===== config.mk =====
export PLATFORM = sky130hd
export DESIGN_NAME = hazard_controller
export DESIGN_NICKNAME = d
export VERILOG_FILES = /design/src/rtl/hazard_controller.sv
export SDC_FILE = /design/constraint.sdc
export NUM_CORES = 1
export LEC_CHECK = 0
export ABC_AREA = 1
export BUFFER_PORTS_ARGS = -buffer_cell sky130_fd_sc_hd__buf_2
export CAP_MARGIN = 20
export CORE_MARGIN = 5
export CORE_UTILIZATION = 30
export DETAILED_ROUTE_END_ITERATION = 10
export GPL_ROUTABILITY_DRIVEN = 1
export PLACE_DENSITY = 0.73
export SYNTH_ARGS = -nofsm -noshare
export SYNTH_HDL_FRONTEND = slang
export SYNTH_SLANG_ARGS = --single-unit

===== constraint.sdc =====
create_clock -name clk -period 0.8 [get_ports clk]
set_input_delay 0 -clock clk [delete_from_list [all_inputs] [get_ports clk]]
set_output_delay 0 -clock clk [all_outputs]
set_load 0.01 [all_outputs]

===== src/rtl/hazard_controller.sv =====
// Pipeline hazard controller: freezes the pipeline on cache misses, squashes younger
// instructions on redirects (remembering a redirect that arrives while frozen), and
// inserts a one-cycle bubble on load-use dependencies.
// Optional performance counters are built only when HAZARD_PERF_CNT_EN is defined;
// otherwise the counter outputs are tied to zero and no counter flops exist.
module hazard_controller #(
    parameter int unsigned width = 32
) (
    input  logic             clk,
    input  logic             rst_n,
    input  logic [4:0]       IF_ID_rs1_i,
    input  logic [4:0]       IF_ID_rs2_i,
    input  logic             IF_ID_uses_rs1_i,
    input  logic             IF_ID_uses_rs2_i,
    input  logic [4:0]       ID_EX_rd_i,
    input  logic             ID_EX_mem_read_i,
    input  logic             imem_read_i,
    input  logic             imem_resp_i,
    input  logic             dmem_read_i,
    input  logic             dmem_write_i,
    input  logic             dmem_resp_i,
    input  logic             redirect_i,
    output logic             PC_load_o,
    output logic             IF_ID_load_o,
    output logic             ID_EX_load_o,
    output logic             EX_MEM_load_o,
    output logic             MEM_WB_load_o,
    output logic             IF_ID_flush_o,
    output logic             ID_EX_flush_o,
    output logic [width-1:0] freeze_cnt_o,
    output logic [width-1:0] bubble_cnt_o,
    output logic [width-1:0] flush_cnt_o
);

    // StFreezeFlush: frozen with a redirect still owed to the front end
    typedef enum logic [1:0] {StRun, StFreeze, StFreezeFlush} state_e;

    state_e state_q, state_d;
    logic   mem_stall;
    logic   load_use;
    logic   do_flush;
    logic   do_bubble;

    // Hazard detection; a response in the same cycle as its request is not a stall
    always_comb begin
        mem_stall = (imem_read_i & ~imem_resp_i) |
                    ((dmem_read_i | dmem_write_i) & ~dmem_resp_i);
        load_use  = ID_EX_mem_read_i & (ID_EX_rd_i != 5'd0) &
                    ((IF_ID_uses_rs1_i & (IF_ID_rs1_i == ID_EX_rd_i)) |
                     (IF_ID_uses_rs2_i & (IF_ID_rs2_i == ID_EX_rd_i)));
    end

    // Priority decode: stall > redirect (live or pending) > load-use bubble
    always_comb begin
        PC_load_o     = 1'b1;
        IF_ID_load_o  = 1'b1;
        ID_EX_load_o  = 1'b1;
        EX_MEM_load_o = 1'b1;
        MEM_WB_load_o = 1'b1;
        IF_ID_flush_o = 1'b0;
        ID_EX_flush_o = 1'b0;
        do_flush      = 1'b0;
        do_bubble     = 1'b0;
        state_d       = StRun;
        if (mem_stall) begin
            PC_load_o     = 1'b0;
            IF_ID_load_o  = 1'b0;
            ID_EX_load_o  = 1'b0;
            EX_MEM_load_o = 1'b0;
            MEM_WB_load_o = 1'b0;
            state_d       = (redirect_i || (state_q == StFreezeFlush)) ? StFreezeFlush
                                                                       : StFreeze;
        end else if (redirect_i || (state_q == StFreezeFlush)) begin
            // The dependent instruction is squashed, so load-use is irrelevant here
            IF_ID_flush_o = 1'b1;
            ID_EX_flush_o = 1'b1;
            do_flush      = 1'b1;
        end else if (load_use) begin
            PC_load_o     = 1'b0;
            IF_ID_load_o  = 1'b0;
            ID_EX_flush_o = 1'b1;
            do_bubble     = 1'b1;
        end
    end

    // State register; reset drops any pending redirect
    always_ff @(posedge clk or negedge rst_n) begin
        if (!rst_n) begin
            state_q <= StRun;
        end else begin
            state_q <= state_d;
        end
    end

`ifdef HAZARD_PERF_CNT_EN
    logic [width-1:0] freeze_cnt_q, freeze_cnt_d;
    logic [width-1:0] bubble_cnt_q, bubble_cnt_d;
    logic [width-1:0] flush_cnt_q, flush_cnt_d;

    // Counter increments; wrap naturally modulo 2^width
    always_comb begin
        freeze_cnt_d = freeze_cnt_q + width'(mem_stall);
        bubble_cnt_d = bubble_cnt_q + width'(do_bubble);
        flush_cnt_d  = flush_cnt_q + width'(do_flush);
    end

    // Counter registers
    always_ff @(posedge clk or negedge rst_n) begin
        if (!rst_n) begin
            freeze_cnt_q <= '0;
            bubble_cnt_q <= '0;
            flush_cnt_q  <= '0;
        end else begin
            freeze_cnt_q <= freeze_cnt_d;
            bubble_cnt_q <= bubble_cnt_d;
            flush_cnt_q  <= flush_cnt_d;
        end
    end

    assign freeze_cnt_o = freeze_cnt_q;
    assign bubble_cnt_o = bubble_cnt_q;
    assign flush_cnt_o  = flush_cnt_q;
`else
    assign freeze_cnt_o = '0;
    assign bubble_cnt_o = '0;
    assign flush_cnt_o  = '0;
`endif

endmodule


==> results of run 1 <==
==> routing by layer <==
| metal | up-vias | share of wire [%] | wire length [um] |
|---|---|---|---|
| met3 | 2 | 19 | 376 |
| met1 | 290 | 32 | 638 |
| li1 | 381 | - | - |
| met4 | 0 | 0.61 | 12 |
| met5 | - | 0 | 0 |
| met2 | 72 | 48 | 938 |
==> cells in the final DEF (no fill, tap or decap), drive strengths merged <==
master | Yosys | layout
conb | 1 | 96
nand2 | 34 | 34
buf | 99 | 33
inv | 19 | 19
nor2 | 12 | 12
nand3 | 3 | 3
clkbuf | 0 | 3
a21oi | 2 | 2
dfrtp | 2 | 2
nand4 | 1 | 1
o21ai | 1 | 1
dlygate4sd3 | 0 | 1
==> per-stage QoR <==
step                util [%]  total power, mW  TNS, ns  cell area [um2]  cells
finish                  28.1            0.809   -0.992              961    253
global route            28.1            0.898    -1.23              961    253
CTS                     28.1            0.814    -1.05              961    253
detailed placement      27.2            0.571   -0.213              928    249
global placement        27.2            0.565   -0.208              928    249
floorplan                  -            0.812  -0.0188             1450    269
==> final cells by class <==
cell class                      count  area [um2]
Multi-Input combinational cell    149         582
Fill cell                         407        2450
Timing Repair Buffer               34         178
Inverter                           19        71.3
Sequential cell                     2        50.0
Tap cell                           46        57.6
Clock buffer                        3        22.5
==> how the worst min path moves through the flow <==
| stage | from | end | slack, ns | cells after the start |
|---|---|---|---|---|
| 5_1_grt | redirect_i | state_q[0] | 0.06 | 4 |
| 2_1_floorplan | rst_n | state_q[0] | -0.30 | 0 |
| 4_1_cts | redirect_i | state_q[1] | 0.03 | 3 |
| 6_report | redirect_i | state_q[1] | 0.03 | 3 |
| 3_3_place_gp | rst_n | state_q[0] | -0.22 | 1 |
| 3_5_place_dp | rst_n | state_q[0] | -0.21 | 1 |
==> worst reg2reg max path: cells and delay by family (launching register included) <==
family / cells / cell delay [ns]
flip-flops: 1 / 0.36
AO/OA/AOI/OAI: 1 / 0.13
AND/OR/NAND/NOR: 1 / 0.11
buffers and inverters: 1 / 0.07
==> cells by family after synthesis <==
group	count (synthesis)
buffers and inverters	118
and+or+nand+nor	50
AOI/OAI and AO/OA	3
DFF	2
other	1
==> power breakdown <==
group / total [mW] / internal (mW) / leakage, nW / switching [mW]
registers: 0.113 / 0.111 / 0.0256 / 0.00266
logic: 0.474 / 0.121 / 0.677 / 0.353
clock network: 0.222 / 0.165 / 0.0138 / 0.0566
==> repair_timing <==
action,CTS,global route
endpoints found under the setup margin,4,4
pin swaps,1,1
hold buffers,1,0
cloned,0,0
endpoints found under the hold margin,2,0
==> results.md, run 1 <==
- Post-route minimum period: between 1 and 1.5 ns
- CP delay by family, top: flip-flops
- Hold Slack: 0.0315 ns
- Post-synthesis sequential area ratio: under 10%
- Met1 usage: 7.06%
- Critical path type: flop to output port
- Run status: finished with violations
- End of the critical path: ID_EX_flush_o
- Mapped Cells: 174
- Maximum vdd drop: 0.000155 V
- Hold Path Class: input port to flop
- DR DRC count: 0
- Top cell type's share of synthesized area: ~70%
- Detailed Place HPWL: 1900 um
- EDFF count, synth: 0
- Critical Path, Cell by Cell: a21oi_2, inv_1, nand2_2, nand2_1, buf_2
- Multiplexer share of the synthesized area: 0%
- CTS max path bufs: 2
- Total Wirelength: 1970 um
- Diodes inserted: 0
- Drt via density: 2.94
- Yosys reg bits: 2
- H-Tree Depth: 1
- Initial antenna violation count: 0
- RR Startpoint: state_q[1]
- Post-synth top flop: dfrtp_1
- Pre-CTS WS: -0.0861 ns
- Cell depth of the worst setup path: 5
- First-pass GRT wire length: 2740 um
- Slowest stage delay, CP: 0.36 ns
- Critical Path Source Type: flop
- Tot GR Track Use: between 6 and 7%
- CTS tree: done
- Max FFs per register: 2
- DRT Pass-1 Iters: 2
- Final WS setup: -0.251 ns
- Slew Viols, Final: 0
- Maximum clock frequency: 951 MHz
- Post-synthesis adder-cell area fraction: 0%
- Met3 Usage GRT: 3.01%
- Largest net degree at the start of global routing: 9
- Leakage power: 0.717 nW
- Worst skew pair latency: around 0.22 ns
- Crit. Startpoint: state_q[1]
- Post-CTS Resized: 0
- Largest regs: state_q x2
- Clock Skew: ~0.0013 ns
- Vias in the first global route: 645
- Power Density: 842 nW/um2
- Top cells by area, synth: buf_4, nand2_1, inv_1
- Worst path bufs/invs: 2
- Main combinational cell family by area after synthesis: buffers and inverters
- Detailed Route Iter0 Violations: 10
- Post-synthesis compound-gate area fraction: 1.74%
- Die width: roughly 70 um
- CTS buffer count: 3
- Path depth of the worst reg2reg path: 3
- Worst R2R End: state_q[0]
- Synth cell count leaders: buf_4, nand2_1, inv_1
- Setup violations, final: 4
- Post-synth ARST share: 100%
- Layout cell share with drive strength beyond 1: 20.3%
- Simple-gate share of the synthesized area: 17.9%
- Cell Rows: 21
- Clock transition at path regs: 0.03 ns
- Core area: 3420 um2
- Largest area contributor in the netlist: buf_4
- CP max stage cell: dfrtp_1
- Setup Fix Bufs, Post-CTS: 0
- Synth Area in XOR/XNOR: 0%
- Mapped Avg Cell Area: 6.21 um2
- CP max FO: 3
- Routability cong.: 0.752
- Die area: 4900 um2
- Final net count: 235
- Cell with the most instances after synthesis: buf_4
- Nature of the critical path endpoint: output port
- Synth warn: 0
- Post-Syn Area: roughly 1100 um2
- Final period utilization: 131%
- Worst Path Required: around 0.8 ns
- I/O Pins: 129
- Violated checks: setup timing
- IO Port Bufs: 32
- Via count: ~750
- Unique cell type count in the Yosys netlist: 12
- Initial core utilization: 31.6%
- Max-Cap Viols: 0
- Grt met2 use: between 10% and 20%
- RSZ-0062 raised after global routing: true
- ANT nets after route: 0
- GRT busiest layer: met2
- DR WL/cell: 7.77 um
- CTS root buf: clkbuf_4
- Die H: roughly 70 um
- GR Overflow Total: 0
- Final hold vios: 0
- Area growth from synthesis to layout: -11.1%
- CTS Sinks: 2
- Critical Path AT: 1.05 ns
- Reg-to-reg setup timing slack: 0.06 ns
- Biggest register: state_q
Power figures use the tool's default switching activity.
==> inputs of run 2 (changes only) <==
RECOVER_POWER = 25   (was default)
==> run 2 against run 1 <==
Effect of this change:
- the run still ends with setup timing left
- die area stayed put
- combinational power hardly changed
- hold slack about the same
- maximum frequency barely moved
- clock skew about the same
- utilization barely moved
- via count unchanged
- sequential power about the same
- critical path type unchanged
- critical endpoint unchanged
==> results.md, run 2 (synthesis results as in run 1) <==
- Total Wirelength: 1970 um
- Tot GR Track Use: under 10%
- CTS buffer count: 3
- Critical Path, Cell by Cell: a21oi_2, inv_1, nand2_2, nand2_1, buf_2
- Clock Power Share: 27.5%
- Worst Path Required: 0.80 ns
- Drt via density: 2.94
- Routability cong.: 0.752
- Path depth of the worst reg2reg path: 3
- Sw Pwr: a little over 0.4 mW
- Slowest stage delay, CP: 0.36 ns
- Final net count: roughly 240
- Maximum vdd drop: 0.000155 V
- Initial antenna violation count: 0
- Diodes inserted: 0
- Post-route minimum period: 1.05 ns
- Detailed Route Iter0 Violations: 10
- RR Startpoint: state_q[1]
- Crit. Startpoint: state_q[1]
- CP delay by family, top: flip-flops
- GR Overflow Total: 0
- Max FFs per register: 2
- Reg-to-reg setup timing slack: 0.06 ns
- I/O Pins: 129
- CTS max path bufs: 2
- Vias in the first global route: roughly 650
- CTS Sinks: 2
- Commonest non-fill, non-tap cell in the layout: conb_1
- Combinational group share of total power: 58.5%
- Total negative slack: -0.993 ns
- Via count: approximately 750
- Cell depth of the worst setup path: 5
- Largest regs: state_q x2
- Internal: approximately 0.40 mW
- CP max stage cell: dfrtp_1
- Detailed Place HPWL: 1900 um
- Final period utilization: 131%
- First-pass GRT wire length: roughly 2700 um
- IO Port Bufs: 32
- End of the critical path: ID_EX_flush_o
- Setup Fix Bufs, Post-CTS: 0
- Layout cell share with drive strength beyond 1: just under 20%
- H-Tree Depth: 1
- Final WS setup: -0.251 ns
- Worst path bufs/invs: 2
- RSZ-0062 raised after global routing: true
- DRT Pass-1 Iters: 2
- Largest net degree at the start of global routing: 9
- Die width: 70.0 um
- Switching Share: 51.0%
- Design area: about 960 um2
- Sequential power share: 14.0%
- Clock transition at path regs: 0.03 ns
- Placed instance area: 928 um2
- Critical Path AT: 1.05 ns
- Worst skew pair latency: about 0.22 ns
- Hold Path Class: input port to flop
- Power Density: roughly 840 nW/um2
- Initial core utilization: 31.6%
- Post-CTS Resized: 0
- Setup violations, final: 4
- CTS root buf: clkbuf_4
- CTS tree: done
- Leakage power: 0.714 nW
- Run status: finished with violations
- Max-Cap Viols: 0
- Slew Viols, Final: 0
- CP max FO: 3
- Die H: 70.0 um
- Nature of the critical path endpoint: output port
- Cell Rows: 21
- Biggest register: state_q
- Area growth from synthesis to layout: -11.2%
- DR WL/cell: ~7.8 um
- DR DRC count: 0
- ANT nets after route: 0
- Die area: 4900 um2
- Most frequent cells in the layout: conb_1, nand2_1, buf_2
- Maximum clock frequency: 951 MHz
- Final hold vios: 0
- Critical path type: flop to output port
- Core area: 3420 um2
- Critical Path Source Type: flop
- Violated checks: setup timing
- Worst R2R End: state_q[0]
- Clock Skew: approximately 0.0013 ns
run 2: tightest hold or removal path, stage by stage:
cell	delay (ns)
buf_2	0.08
a21oi_2	0.03
nor2_1	0.09
run 2: per-layer routing:
| metal | vias up | part of all wire (%) | GRT usage (%) |
|---|---|---|---|
| li1 | 381 | - | - |
| met1 | 290 | 32 | 7.06 |
| met2 | 72 | 48 | 11.9 |
| met3 | 2 | 19 | 3.01 |
| met4 | 0 | 0.61 | 2.55 |
| met5 | - | 0 | 0 |
run 2: how the worst min path moves through the flow:
stage / startpoint / to / slack [ns] / cells after the start
after floorplan: rst_n / state_q[0] / -0.30 / 0
after global placement: rst_n / state_q[0] / -0.22 / 1
after detailed placement: rst_n / state_q[0] / -0.21 / 1
after CTS: redirect_i / state_q[1] / 0.03 / 3
after global routing: redirect_i / state_q[0] / 0.06 / 4
final: redirect_i / state_q[1] / 0.03 / 3
run 2: layout make-up:
type,count,area (um2)
Fill cell,408,2460
Tap cell,46,57.6
Multi-Input combinational cell,149,582
Sequential cell,2,50.0
Timing Repair Buffer,34,176
Clock buffer,3,22.5
Inverter,19,71.3
run 2: power by group through the flow:
stage	Clock (mW)	Sequential, mW	Combinational, mW
after floorplan	0	0.114	0.698
after global placement	0	0.114	0.451
after detailed placement	0	0.114	0.457
after CTS	0.239	0.113	0.461
after global routing	0.248	0.114	0.535
final	0.222	0.113	0.473
run 2: timing repair:
| action | CTS | global route |
|---|---|---|
| setup endpoints to repair | 4 | 4 |
| endpoints found under the hold margin | 2 | 0 |
| pin swaps | 1 | 1 |
| hold buffers | 1 | 0 |
run 2: per-stage QoR:
step                hold WS (ns)  utilization, %  power [mW]  setup WS (ns)  cells
floorplan                 -0.296               -       0.812        -0.0188    269
global placement          -0.217            27.2       0.565        -0.0874    249
detailed placement        -0.215            27.2       0.571        -0.0861    249
CTS                       0.0268            28.1       0.814         -0.267    253
global route              0.0602            28.1       0.897         -0.313    253
finish                    0.0312            28.1       0.809         -0.251    253
